$ cat config.mk
export PLATFORM = sky130hd
export DESIGN_NAME = rf_wb_clear_queue
export DESIGN_NICKNAME = d
export VERILOG_FILES = /design/src/rtl/rf_wb_clear_queue.sv
export SDC_FILE = /design/constraint.sdc
export NUM_CORES = 1
export LEC_CHECK = 0
export ABC_CLOCK_PERIOD_IN_PS = 2700
export CORE_ASPECT_RATIO = 0.75
export CORE_MARGIN = 2
export CORE_UTILIZATION = 45
export CTS_BUF_LIST = sky130_fd_sc_hd__clkbuf_2 sky130_fd_sc_hd__clkbuf_4 sky130_fd_sc_hd__clkbuf_8
export DETAILED_ROUTE_END_ITERATION = 10
export GPL_TIMING_DRIVEN = 0
export PLACE_DENSITY = 0.7
export SYNTH_ARGS = -nofsm -noshare
export SYNTH_HDL_FRONTEND = slang
export SYNTH_SLANG_ARGS = --single-unit
export TNS_END_PERCENT = 20
$ cat constraint.sdc
create_clock -name clk_i -period 2.7 [get_ports clk_i]
set_input_delay 0.675 -clock clk_i [delete_from_list [all_inputs] [get_ports clk_i]]
set_output_delay 0.675 -clock clk_i [all_outputs]
set_load 0.02 [all_outputs]
$ cat src/rtl/rf_wb_clear_queue.sv
// rtl/rf_wb_clear_queue.sv - writeback response queue draining into idle RF write slots
// Issues a scoreboard clear alongside each write and requests a stall when the head starves.
module rf_wb_clear_queue #(
  parameter int els_p             = 32,
  parameter int data_width_p      = 32,
  parameter int depth_p           = 4,
  parameter int starve_limit_p    = 16,
  parameter int x0_tied_to_zero_p = 1,
  parameter int id_width_lp       = (els_p > 1) ? $clog2(els_p) : 1,
  parameter int count_width_lp    = $clog2(depth_p + 1)
) (
  input  logic                      clk_i,
  input  logic                      reset_n_i,
  input  logic                      resp_v_i,
  input  logic [id_width_lp-1:0]    resp_id_i,
  input  logic [data_width_p-1:0]   resp_data_i,
  output logic                      resp_ready_o,
  input  logic                      wb_slot_free_i,
  output logic                      rf_wen_o,
  output logic [id_width_lp-1:0]    rf_waddr_o,
  output logic [data_width_p-1:0]   rf_wdata_o,
  output logic                      clear_o,
  output logic [id_width_lp-1:0]    clear_id_o,
  output logic                      stall_req_o,
  output logic [count_width_lp-1:0] count_o
);

  localparam int ptr_width_lp    = $clog2(depth_p);
  localparam int starve_width_lp = $clog2(starve_limit_p + 1);
  localparam logic [count_width_lp-1:0]  full_count_lp  = count_width_lp'(depth_p);
  localparam logic [starve_width_lp-1:0] starve_max_lp  = starve_width_lp'(starve_limit_p);

  logic [id_width_lp-1:0]     id_mem   [depth_p];
  logic [data_width_p-1:0]    data_mem [depth_p];
  logic [ptr_width_lp-1:0]    head_q, tail_q;
  logic [count_width_lp-1:0]  count_q;
  logic [starve_width_lp-1:0] starve_q, starve_d;
  logic                       stall_q;

  logic empty, full, push, discard, bypass, enq, pop;

  assign empty   = (count_q == '0);
  assign full    = (count_q == full_count_lp);
  assign push    = resp_v_i & ~full;
  assign discard = (x0_tied_to_zero_p != 0) && (resp_id_i == '0);
  assign pop     = wb_slot_free_i & ~empty;
  // An empty queue with a free slot forwards the response straight to the RF.
  assign bypass  = push & ~discard & empty & wb_slot_free_i;
  assign enq     = push & ~discard & ~bypass;

  // Outputs are forced quiet while reset is held so a mid-operation reset drops entries silently.
  assign resp_ready_o = ~reset_n_i | ~full;
  assign rf_wen_o     = reset_n_i & (pop | bypass);
  assign clear_o      = rf_wen_o;
  assign rf_waddr_o   = pop ? id_mem[head_q] : resp_id_i;
  assign rf_wdata_o   = pop ? data_mem[head_q] : resp_data_i;
  assign clear_id_o   = rf_waddr_o;
  assign stall_req_o  = reset_n_i & stall_q;
  assign count_o      = reset_n_i ? count_q : '0;

  always_comb begin
    starve_d = '0;
    if (!pop && !empty) begin
      starve_d = (starve_q == starve_max_lp) ? starve_q : starve_q + 1'b1;
    end
  end

  always_ff @(posedge clk_i) begin
    if (enq) begin
      id_mem[tail_q]   <= resp_id_i;
      data_mem[tail_q] <= resp_data_i;
    end
  end

  always_ff @(posedge clk_i) begin
    if (!reset_n_i) begin
      head_q   <= '0;
      tail_q   <= '0;
      count_q  <= '0;
      starve_q <= '0;
      stall_q  <= 1'b0;
    end else begin
      if (enq) tail_q <= tail_q + 1'b1;
      if (pop) head_q <= head_q + 1'b1;
      case ({enq, pop})
        2'b10:   count_q <= count_q + 1'b1;
        2'b01:   count_q <= count_q - 1'b1;
        default: count_q <= count_q;
      endcase
      starve_q <= starve_d;
      stall_q  <= (starve_d == starve_max_lp);
    end
  end

`ifndef SYNTHESIS
  always_ff @(posedge clk_i) begin
    if (reset_n_i) begin
      assert (!(enq && full)) else $error("enqueue while full");
      assert (!clear_o || rf_wen_o) else $error("clear without write");
      assert (count_q <= full_count_lp) else $error("count overflow");
      assert (!(x0_tied_to_zero_p != 0 && clear_o && clear_id_o == '0))
        else $error("clear of register 0");
    end
  end
`endif

endmodule

==> results.md <==
Setup path:
- By startpoint and endpoint, the worst setup path is classified as register to output pin.
- The number of cells on the worst reg-to-reg path is 9.
- Walking the worst path, the cells encountered are buf_12 -> clkbuf_16 -> mux4_2 -> mux2_4 -> buf_6.
- The largest stage delay on the critical path is approximately 500 ps.
- The startpoint class of the critical path is a register.
- Data on the critical path is required at its endpoint by 2030 ps.
- For this design, the slowest cell found on the critical path is mux4_2.
- The endpoint class of the critical path is an output pin.
- The maximum fanout along the worst path is 8.
- For the worst setup path, the data arrival time is 2040 ps.

GRT:
- The wire length of the first global-routing pass is approximately 19000 um.
- Entering global routing, the biggest net connects 25 pins.
- The number of global-route vias before repair is around 3600.
- The global routing usage summed across all routing layers is roughly 17%.
- The initial antenna violation count is 0.
- The total overflow left after global routing is 0.

CTS:
- Hold repair after CTS inserted 0 buffers.
- The number of sinks on the clock net is roughly 160.
- The clock tree from TritonCTS is done.
- The clock buffer count from CTS is 17.
- The maximum clock path buffer count is 2.
- After clock tree synthesis, the clock-pin slew on the worst setup and hold paths is ~80 ps.
- CTS built an H-tree with a depth of 4.
- The later pin in the worst-skew pair is clocked with a latency of around 440 ps.
- The root buffer cell is clkbuf_8.

Synthesis:
- The average cell area after synthesis is around 20 um2.
- edfxtp_1 is the most common cell in the netlist.
- The prevailing post-synth register cell is edfxtp_1.
- The number of synthesis warnings is 0.
- The total standard cell area after synthesis is roughly 6700 um2.
- The post-synthesis net count is 383.
- Of all flip-flops after synthesis, the portion carrying an async set or reset was 0%.
- Summing the sequential cell areas from Yosys gives between 70% and 80% of the chip area.
- The cell count after synthesis is roughly 330.
- The biggest area contributor in the post-synthesis netlist is edfxtp_1.
- In this run, synthesis produced a sequential element count of roughly 160.
- The commonest cells after synthesis are edfxtp_1, mux2_2, mux4_2.
- The number of enable flip-flop cells after synthesis is between 100 and 150.
- In the post-synthesis netlist, the biggest area contributors are edfxtp_1, mux4_2, mux2_2.
- The number of distinct library cells after synthesis is 37.
- Summed over its instances, the top area cell type makes up roughly two thirds of the synthesized netlist area.

Final layout:
- Once layout is done, the placed cells without fillers occupy 8590 um2.
- Of the cells placed in the final design, the portion with a size suffix greater than 1 is a little over two fifths.
- The number of antenna diodes in the final layout is 0.
- The count of placed standard cells in the final layout, fillers left out is 667.
- The utilization of the core after routing is 59.2%.
- In the final design database the tool counted 503 nets.
- The layout has 1069 filler cells.
- From synthesis to final layout, the design area changed by 28.6%.

Timing:
- The final hold slack is between 400 and 500 ps.
- At the pin with the least slew margin, the transition time is 578 ps.
- The total negative slack for setup checks is -133 ps.
- The worst path uses 101% of the clock period.
- The worst setup margin is -13.8 ps.
- The number of pins exceeding their max-slew limit in the final report is 0.
- Setup repair after global routing could not meet its margin everywhere.
- Setup violations remaining at the end of the flow were counted as 18.
- In this run the tightest slew margin relative to its limit is roughly 61%.
- The final number of hold-violating endpoints was 0.
- On the final layout, the worst clock skew is between 10 and 15 ps.
- The achievable frequency is 368 MHz.
- After layout, the minimum clock period comes to roughly 2700 ps.

Worst hold path:
- Counting instances, the worst hold path has a depth of 1.
- The worst hold path belongs to the class primary input to register.

Floorplan:
- 90 I/O pins were placed.
- The floorplan die area is about 16000 um2.
- The core region area is ~15000 um2.
- For this configuration, the core starts out at a cell density of a little under half.
- The die is approximately 140 um wide.
- The floorplan step set the die height to between 100 and 150 um.
- After floorplanning, the core was divided into 38 placement rows.

Placed design:
- The routability-driven placement congestion ratio is 0.681.
- The minimum setup slack after placement is -907 ps.
- Once placement completed, the tool counted placed cells totaling ~630.
- The instance area after placement is ~8000 um2.
- The estimated wirelength of the detail-placed design is 7810 um.
- The number of buffers inserted by port buffering is 89.

Drt:
- The total routed wire length on the met1 layer is approximately 6000 um.
- The topmost layer with routed signal wires is met4.
- In the final routed layout, each cell accounts on average for ~19 um.
- Wires add up to approximately 13000 um.
- The count of nets left with antenna violations once routing finished came out at 0.
- For this run, design rule violations remaining after detail routing come to 0.
- The met3 routed wirelength is 589 um.
- The detailed-routed wire length on met2 is 5790 um.
- The number of search-and-repair iterations in the first detailed-routing pass is 4.
- The number of vias in the routed layout is ~3400.
- For this block, the initial DRC count from the detailed router was approximately 180.
- Dividing the detail-routed via count by the number of cells gives between 5 and 6.

Power and ir drop:
- The worst-case IR drop observed on VDD is between 0.4 and 0.5 mV.
- The reported leakage power is just under 3 nW.
- Total power for the finished layout comes to 7.87 mW.
- Dividing total power by cell area gives a power density of 916 nW/um2.

Run status:
- The checks that failed: negative setup slack.
- The flow ran to the end, but the final reports show violations.

Job:
- The count of maximum capacitance violations is 0.
==> repair_timing <==
item	in CTS	in global routing
gates cloned	1	3
setup buffers	5	0
gates resized for setup	229	65
pin swaps	2	3
endpoints found under the setup margin	51	45
==> where the power goes <==
part / internal [mW] / total, mW / switching, mW
combinational: 1.52 / 2.80 / 1.28
clock: 1.09 / 1.94 / 0.851
sequential: 3.03 / 3.13 / 0.0931
==> cells by family (layout without fill, tap and decap cells) <==
group	Yosys count	after routing	share of synthesized area, %
adders and majority gates	8	8	1.61
xor gates and xnor gates	6	6	0.787
muxes	76	76	19.0
AOI/OAI and AO/OA	12	12	1.61
buffers and inverters	27	160	2.43
DFF	163	163	71.0
and+or+nand+nor	42	42	3.54
==> sequential cells by signal, summed over array words and instances (netlist names), named ones only <==
register / flops
head_q: 2
count_q: 3
data_mem: 128
id_mem: 20
starve_q: 5
tail_q: 2
stall_q: 1
==> critical path: cells and delay by family, from the launching register on <==
kind                   cells  cell delay, ps
buffers and inverters      3             460
muxes                      2             780
DFF                        1             370
==> per-layer routing <==
layer / vias to the layer above / track usage, %
met2: 102 / 25.9
li1: 1576 / -
met3: 19 / 4.22
met5: - / 0
met1: 1733 / 23.6
met4: 0 / 5.76
==> cells in the final DEF, fill, tap and decap left out, drive strengths merged <==
cell and count:
a2111oi 1, a21boi 1, a21oi 2, and2 12, and2b 1, and3 1
buf 71, bufinv 5, clkbuf 25, clkdlybuf4s15 2, clkdlybuf4s50 37, clkinv 8
clkinvlp 1, dfxtp 15, dlygate4sd2 2, edfxtp 148, fa 1, ha 7
inv 9, mux2 37, mux2i 2, mux4 37, nand2 9, nand3 3
nand3b 1, nor2 5, nor2b 2, nor3 2, nor3b 1, o21ai 4
o2bb2ai 1, o31a 2, o31ai 1, or2b 1, or3 1, or3b 1
or4 2, xnor2 3, xor2 3
==> final cells by class <==
| type | instances | area, um2 | share of cell area, % |
|---|---|---|---|
| Inverter | 8 | 30.0 | 0.349 |
| Tap cell | 200 | 250 | 2.91 |
| Clock buffer | 17 | 234 | 2.72 |
| Multi-Input combinational cell | 144 | 1900 | 22.1 |
| Sequential cell | 163 | 4750 | 55.3 |
| Buffer | 19 | 221 | 2.58 |
| Timing Repair Buffer | 101 | 990 | 11.5 |
| Clock inverter | 15 | 213 | 2.48 |
==> worst paths after layout <==
check	from	end	slack, ps
setup / recovery	register	rf_wdata_o[4]	-10
hold / removal	resp_id_i[4]	id_mem[2][4]	500
setup reg to reg	count_q[1]	count_q[2]	500
hold reg to reg	tail_q[1]	tail_q[1]	500
Note: power is estimated with default switching activity, not from simulation.
